File: src/rtl/ps2_id_buffer_pkg.sv
// Shared definitions for the keystroke-to-ID front end: PS/2 set-2 scan codes,
// the ID buffer state enum and a digit decoder.
package parking_pkg;

  localparam int ID_DIGITS_DEFAULT = 7;

  localparam logic [7:0] SC_0    = 8'h45;
  localparam logic [7:0] SC_1    = 8'h16;
  localparam logic [7:0] SC_2    = 8'h1E;
  localparam logic [7:0] SC_3    = 8'h26;
  localparam logic [7:0] SC_4    = 8'h25;
  localparam logic [7:0] SC_5    = 8'h2E;
  localparam logic [7:0] SC_6    = 8'h36;
  localparam logic [7:0] SC_7    = 8'h3D;
  localparam logic [7:0] SC_8    = 8'h3E;
  localparam logic [7:0] SC_9    = 8'h46;
  localparam logic [7:0] SC_ESC  = 8'h76;
  localparam logic [7:0] SC_CTRL = 8'h14;
  localparam logic [7:0] SC_A    = 8'h1C;
  localparam logic [7:0] SC_BKSP = 8'h66;

  typedef enum logic [1:0] {
    EMPTY   = 2'd0,
    COLLECT = 2'd1,
    FULL    = 2'd2
  } id_state_e;

  typedef struct packed {
    logic       valid;
    logic [3:0] value;
  } digit_t;

  function automatic digit_t decode_digit(input logic [7:0] code);
    digit_t r;
    r.valid = 1'b1;
    r.value = 4'd0;
    case (code)
      SC_0:    r.value = 4'd0;
      SC_1:    r.value = 4'd1;
      SC_2:    r.value = 4'd2;
      SC_3:    r.value = 4'd3;
      SC_4:    r.value = 4'd4;
      SC_5:    r.value = 4'd5;
      SC_6:    r.value = 4'd6;
      SC_7:    r.value = 4'd7;
      SC_8:    r.value = 4'd8;
      SC_9:    r.value = 4'd9;
      default: r.valid = 1'b0;
    endcase
    return r;
  endfunction

endpackage

File: src/rtl/ps2_id_buffer_if.sv
// Key-event input and ID/flag output bundle of ps2_id_buffer, plus the buffer
// state for debug. There is no handshake: key_pressed is a one-cycle strobe.
interface ps2_id_buffer_if
  import parking_pkg::*;
#(
  parameter int ID_DIGITS = ID_DIGITS_DEFAULT
);
  logic [7:0]             key1_code;
  logic                   key1_on;
  logic                   key_pressed;
  logic [3:0]             key;
  logic [4*ID_DIGITS-1:0] ID;
  logic                   buffer_full;
  logic                   esc_pressed;
  logic                   ctrla_pressed;
  id_state_e              dbg_state;

  modport master (
    output key1_code, key1_on,
    input  key_pressed, key, ID, buffer_full, esc_pressed, ctrla_pressed, dbg_state
  );

  modport slave (
    input  key1_code, key1_on,
    output key_pressed, key, ID, buffer_full, esc_pressed, ctrla_pressed, dbg_state
  );
endinterface

File: src/rtl/ps2_id_buffer_key_edge.sv
// Rising-edge detector on key1_on. on_q deliberately ignores reset so that a
// key held through reset is not seen as a fresh press.
module ps2_key_edge (
  input  logic       clk,
  input  logic       key1_on_i,
  input  logic [7:0] key1_code_i,
  output logic       press_o,
  output logic [7:0] code_o
);
  logic on_q;

  always_ff @(posedge clk) begin
    on_q <= key1_on_i;
  end

  assign press_o = key1_on_i & ~on_q;
  assign code_o  = key1_code_i;
endmodule

File: src/rtl/ps2_id_buffer.sv
// Turns PS/2 key presses into a packed BCD ID with full/Esc/Ctrl+A flags.
// Optional feature: define ID_BACKSPACE_EN to make 0x66 delete the last digit.
module ps2_id_buffer
  import parking_pkg::*;
#(
  parameter int ID_DIGITS = ID_DIGITS_DEFAULT
) (
  input  logic           clk,
  input  logic           reset,
  ps2_id_buffer_if.slave bus
);
  localparam int IDW = 4 * ID_DIGITS;
  localparam int CW  = $clog2(ID_DIGITS + 1);

  logic       press;
  logic [7:0] code;
  digit_t     dig_d;
  logic       known_d;
  logic [CW-1:0] cnt_inc_d;

  id_state_e     state_q;
  logic [CW-1:0] cnt_q;
  logic [IDW-1:0] id_q;
  logic [3:0]    key_q;
  logic          key_pressed_q, full_q, esc_q, ctrla_q, armed_q;

  ps2_key_edge u_edge (
    .clk         (clk),
    .key1_on_i   (bus.key1_on),
    .key1_code_i (bus.key1_code),
    .press_o     (press),
    .code_o      (code)
  );

  assign dig_d     = decode_digit(code);
  assign cnt_inc_d = cnt_q + CW'(1);

  // Only recognised codes count as a press for the Ctrl arming logic.
`ifdef ID_BACKSPACE_EN
  assign known_d = dig_d.valid | (code == SC_ESC) | (code == SC_CTRL) |
                   (code == SC_A) | (code == SC_BKSP);
`else
  assign known_d = dig_d.valid | (code == SC_ESC) | (code == SC_CTRL) |
                   (code == SC_A);
`endif

  always_ff @(posedge clk) begin
    if (!reset) begin
      state_q       <= EMPTY;
      cnt_q         <= '0;
      id_q          <= '0;
      key_q         <= '0;
      key_pressed_q <= 1'b0;
      full_q        <= 1'b0;
      esc_q         <= 1'b0;
      ctrla_q       <= 1'b0;
      armed_q       <= 1'b0;
    end else begin
      key_pressed_q <= 1'b0;
      if (press && known_d) begin
        armed_q <= 1'b0;
        if (armed_q && code == SC_A) begin
          ctrla_q       <= 1'b1;
          key_pressed_q <= 1'b1;
        end else if (dig_d.valid) begin
          if (state_q != FULL) begin
            id_q          <= {id_q[IDW-5:0], dig_d.value};
            key_q         <= dig_d.value;
            cnt_q         <= cnt_inc_d;
            key_pressed_q <= 1'b1;
            if (cnt_inc_d == CW'(ID_DIGITS)) begin
              state_q <= FULL;
              full_q  <= 1'b1;
            end else begin
              state_q <= COLLECT;
            end
          end
        end else if (code == SC_ESC) begin
          esc_q         <= 1'b1;
          key_pressed_q <= 1'b1;
        end else if (code == SC_CTRL) begin
          armed_q <= 1'b1;
`ifdef ID_BACKSPACE_EN
        end else if (code == SC_BKSP && state_q == COLLECT) begin
          id_q          <= id_q >> 4;
          cnt_q         <= cnt_q - CW'(1);
          key_pressed_q <= 1'b1;
          if (cnt_q == CW'(1)) state_q <= EMPTY;
`endif
        end
      end
    end
  end

  assign bus.key_pressed   = key_pressed_q;
  assign bus.key           = key_q;
  assign bus.ID            = id_q;
  assign bus.buffer_full   = full_q;
  assign bus.esc_pressed   = esc_q;
  assign bus.ctrla_pressed = ctrla_q;
  assign bus.dbg_state     = state_q;
endmodule

File: src/flat_wrapper.sv
// flat-port wrapper written by rule: the top's interface ports become plain ports
module ps2_id_buffer_flat import parking_pkg::*;
#(
  parameter int ID_DIGITS = ID_DIGITS_DEFAULT
)
  (clk, reset, bus_key1_code, bus_key1_on, bus_key_pressed, bus_key, bus_ID, bus_buffer_full, bus_esc_pressed, bus_ctrla_pressed, bus_dbg_state);
  ps2_id_buffer_if #(.ID_DIGITS(ID_DIGITS)) bus_i ();
  input  logic clk;
  input  logic reset;
  input wire logic [$bits(bus_i.key1_code)-1:0] bus_key1_code;
  input wire logic [$bits(bus_i.key1_on)-1:0] bus_key1_on;
  output wire logic [$bits(bus_i.key_pressed)-1:0] bus_key_pressed;
  output wire logic [$bits(bus_i.key)-1:0] bus_key;
  output wire logic [$bits(bus_i.ID)-1:0] bus_ID;
  output wire logic [$bits(bus_i.buffer_full)-1:0] bus_buffer_full;
  output wire logic [$bits(bus_i.esc_pressed)-1:0] bus_esc_pressed;
  output wire logic [$bits(bus_i.ctrla_pressed)-1:0] bus_ctrla_pressed;
  output wire logic [$bits(bus_i.dbg_state)-1:0] bus_dbg_state;
  assign bus_i.key1_code = bus_key1_code;
  assign bus_i.key1_on = bus_key1_on;
  assign bus_key_pressed = bus_i.key_pressed;
  assign bus_key = bus_i.key;
  assign bus_ID = bus_i.ID;
  assign bus_buffer_full = bus_i.buffer_full;
  assign bus_esc_pressed = bus_i.esc_pressed;
  assign bus_ctrla_pressed = bus_i.ctrla_pressed;
  assign bus_dbg_state = bus_i.dbg_state;
  ps2_id_buffer #(.ID_DIGITS(ID_DIGITS)) u_core (.clk(clk), .reset(reset), .bus(bus_i));
endmodule
File: config.mk
export PLATFORM = sky130hd
export DESIGN_NAME = ps2_id_buffer_flat
export DESIGN_NICKNAME = d
export VERILOG_FILES = /design/src/rtl/ps2_id_buffer_pkg.sv /design/src/rtl/ps2_id_buffer_if.sv /design/src/rtl/ps2_id_buffer_key_edge.sv /design/src/rtl/ps2_id_buffer.sv /design/src/flat_wrapper.sv
export SDC_FILE = /design/constraint.sdc
export NUM_CORES = 1
export LEC_CHECK = 0
export ABC_AREA = 1
export CORE_ASPECT_RATIO = 1.1
export CORE_MARGIN = 2
export CORE_UTILIZATION = 44
export DETAILED_ROUTE_END_ITERATION = 8
export PLACE_DENSITY_LB_ADDON = 0.05
export SYNTH_ARGS = -nofsm -noshare
export SYNTH_HDL_FRONTEND = slang
export SYNTH_HIERARCHICAL = 1
export SYNTH_SLANG_ARGS = --single-unit
File: constraint.sdc
create_clock -name clk -period 2.21 [get_ports clk]
set_clock_uncertainty 0.1 [all_clocks]
set_input_delay 0.663 -clock clk [delete_from_list [all_inputs] [get_ports clk]]
set_output_delay 0.663 -clock clk [all_outputs]
set_load 0.05 [all_outputs]
==> run metrics <==
status=finished clean; site row count=25; Starting Density=45.53%; Tcrit/Tclk final=94.01%; Largest stage delay, worst path=0.17 ns; DIE WIDTH=67.26 um; routed wire length per instance=12.47 um; slowest CP cell=nor2_4; Tightest Pin Transition=0.3968 ns; post-DP HPWL=3.228 mm; placed insts=371; final net count=346; GRT Total Usage=20.85%; first-pass GRT wire length=7.866 mm; DR DRC count=0; final cell count without fillers=388; synth unique cells=23; Area Growth Syn to Fin=42.89%; Final ANT Viol Nets=0; #FFs+latches synth=39; RSZ-0062 raised after global routing=no; hold_buf cts=0; number of synthesis warnings=6; placed inst area=2466 um^2; WP data required=2.28 ns; H-tree Lvls=2; post-synth top area share=40.31%; initial drt markers=154; final WL=4.837 mm; Num CTS Buffers=5; R2R Setup Slk=0.76 ns; final setup vio count=0; CTS sink count=39; min-delay worst type=reg -> reg; Mean Syn Cell Area=7.174 um^2; via count of the first global-routing pass=1709; I/O Buffers=48; delay-heaviest family, CP=simple AND/OR/NAND/NOR gates; WHS=0.3582 ns; power density over the cells=517.2 nW/um^2; vias=1936; Filler Cells Inserted=401; Slew headroom=73.52%; Max Clk Rate=0.4813 GHz; Max rail drop VDD=349.8 uV; Post-Syn Area=1937 um^2; Design Area, Final=2768 um^2; register area share after synthesis=40.31%; Yosys top cell by area=dfxtp_1; Final Total Pwr=1.431 mW; CTS Root Cell=clkbuf_8; Clock Tree Buf Depth=2; Std-Cell Core Area=4254 um^2; Crit path buffers/inverters=5; die area=4949 um^2; endpoint class of the critical path=flip-flop; DR vias/cell=4.990; crit path time final=2.078 ns; GRT overflow=0; final core occ=65.06%; # Max-Cap Violations=0; largest net degree at the start of global routing=19; IO Pins=49; post-synthesis net count=283; pins over their slew limit=0; critical-path cell list=clkbuf_2 -> nand2_2 -> inv_1 -> nand2_1 -> nor2_2 -> nor2_2 -> nand3_2 -> nor2_4 -> nor2_4 -> buf_12 -> buf_12 -> buf_16 -> nor3_4 -> nor3_1; share of layout cells above drive strength 1=36.83%; antenna diode count=0; initial antenna violation count=0; Die Y-Extent=73.59 um; Skew-Pair Late Insertion Delay=0.29 ns; Pleak=1.238 nW; Routability Congestion=0.9267; Clock transition at path regs=0.08 ns; Startpoint Class=input pin; Syn Inst Count=270; CP Max Fanout=9; Critical Path AT=2.14 ns; Hold Fails Final Rpt=0; Synth area leaders=dfxtp_1, nand2_1, nand4_1, a21oi_1, inv_1; TritonCTS clock tree=built; kind of critical path=in -> reg; First-pass DRT Iterations=4
==> path summary, 6_finish.rpt <==
path | from | to | cells after the start
worst max-delay path | bus_key1_code[3] | u_core/bus.key_pressed | 14
worst min-delay path | u_core/bus.ctrla_pressed | u_core/bus.ctrla_pressed | 2
worst max register to register | u_core/bus.dbg_state[1] | u_core/bus.key_pressed | 8
worst min register to register | u_core/bus.ctrla_pressed | u_core/bus.ctrla_pressed | 2
==> per-stage QoR <==
step                setup WS [ns]  TNS, ns
finish                     0.1325        0
floorplan                 0.05876        0
CTS                       0.02390        0
detailed placement        -0.4703   -15.05
global route            0.0003348        0
global placement          -0.4467   -14.66
==> Yosys cell counts, drive strengths merged <==
library cell	number
nand2	56
dfxtp	39
inv	35
nand4	33
a21oi	31
nor2	27
buf	23
nand3	9
clkbuf	5
nor3	4
o21ai	4
ha	2
nor4	1
xnor2	1
==> cell type report <==
cell class | count | area, um^2 | area share, %
Tap cell | 54 | 67.56 | 2.441
Clock buffer | 5 | 68.82 | 2.486
Multi-Input combinational cell | 168 | 933.4 | 33.73
Sequential cell | 39 | 780.7 | 28.21
Clock inverter | 3 | 43.79 | 1.582
Timing Repair Buffer | 84 | 742.0 | 26.81
Inverter | 35 | 131.4 | 4.747
==> flip-flops by register name (all words and copies together), names as in the netlist <==
| name | count |
|---|---|
| u_core/bus.ID | 28 |
| u_core/cnt_q | 3 |
| u_core/bus.dbg_state | 2 |
| u_core/armed_q | 1 |
| u_core/bus.buffer_full | 1 |
| u_core/bus.ctrla_pressed | 1 |
| u_core/bus.esc_pressed | 1 |
| u_core/bus.key_pressed | 1 |
| u_core/u_edge/on_q | 1 |
==> worst register-to-register path, stage by stage, from the launching register on <==
cell,delay [ns]
dfxtp_1,0.35
inv_1,0.04
nor2_1,0.20
nor2_4,0.09
buf_12,0.14
buf_12,0.12
buf_16,0.13
nor3_4,0.10
nor3_1,0.06
==> layer usage <==
layer	wire length, um	up-vias	GRT usage (%)
li1	-	1000	-
met1	2097	880	26.74
met2	2469	46	35.31
met3	203	10	4.441
met4	68	0	5.442
met5	0	-	0
==> where the power goes <==
| part | leakage [nW] | total, mW | switching (mW) | internal, mW |
|---|---|---|---|---|
| clock | 0.0581 | 0.592 | 0.256 | 0.336 |
| combinational | 0.866 | 0.136 | 0.0775 | 0.0586 |
| sequential | 0.314 | 0.704 | 0.000487 | 0.703 |
==> cell families after synthesis <==
| logic type | Yosys count | synth area share, % |
|---|---|---|
| buf+inv | 63 | 15.89 |
| flops | 39 | 40.31 |
| simple gates | 130 | 33.01 |
| compound gates | 35 | 9.044 |
| xor+xnor | 1 | 0.4523 |
| fa+ha+maj | 2 | 1.292 |
==> what timing repair did <==
item | in CTS | in global routing
hold endpoints to repair | 0 | 0
buffers inserted | 5 | 1
resized for setup | 27 | 32
endpoints found under the setup margin | 37 | 36
cloned | 3 | 0
pin swaps | 16 | 16
==> cell usage in the layout (no fill, tap or decap), types with 2 or more instances in the layout <==
cell type | Yosys | layout
inv_1 | 35 | 31
nand3_2 | 1 | 2
o21ai_2 | 0 | 2
buf_16 | 0 | 2
nand3_4 | 2 | 3
nand3_1 | 6 | 4
nor2_2 | 1 | 10
clkdlybuf4s50_1 | 0 | 2
clkbuf_8 | 0 | 5
inv_2 | 0 | 4
nor3_1 | 4 | 3
nand2_2 | 1 | 7
clkbuf_2 | 0 | 8
buf_12 | 0 | 6
o21ai_0 | 2 | 2
buf_4 | 13 | 63
ha_1 | 2 | 2
buf_6 | 2 | 3
nor2_1 | 24 | 14
nand2_1 | 55 | 49
nor2_4 | 2 | 3
dfxtp_1 | 39 | 39
a21oi_1 | 31 | 30
nand4_1 | 33 | 33
Power figures use the tool's default switching activity.
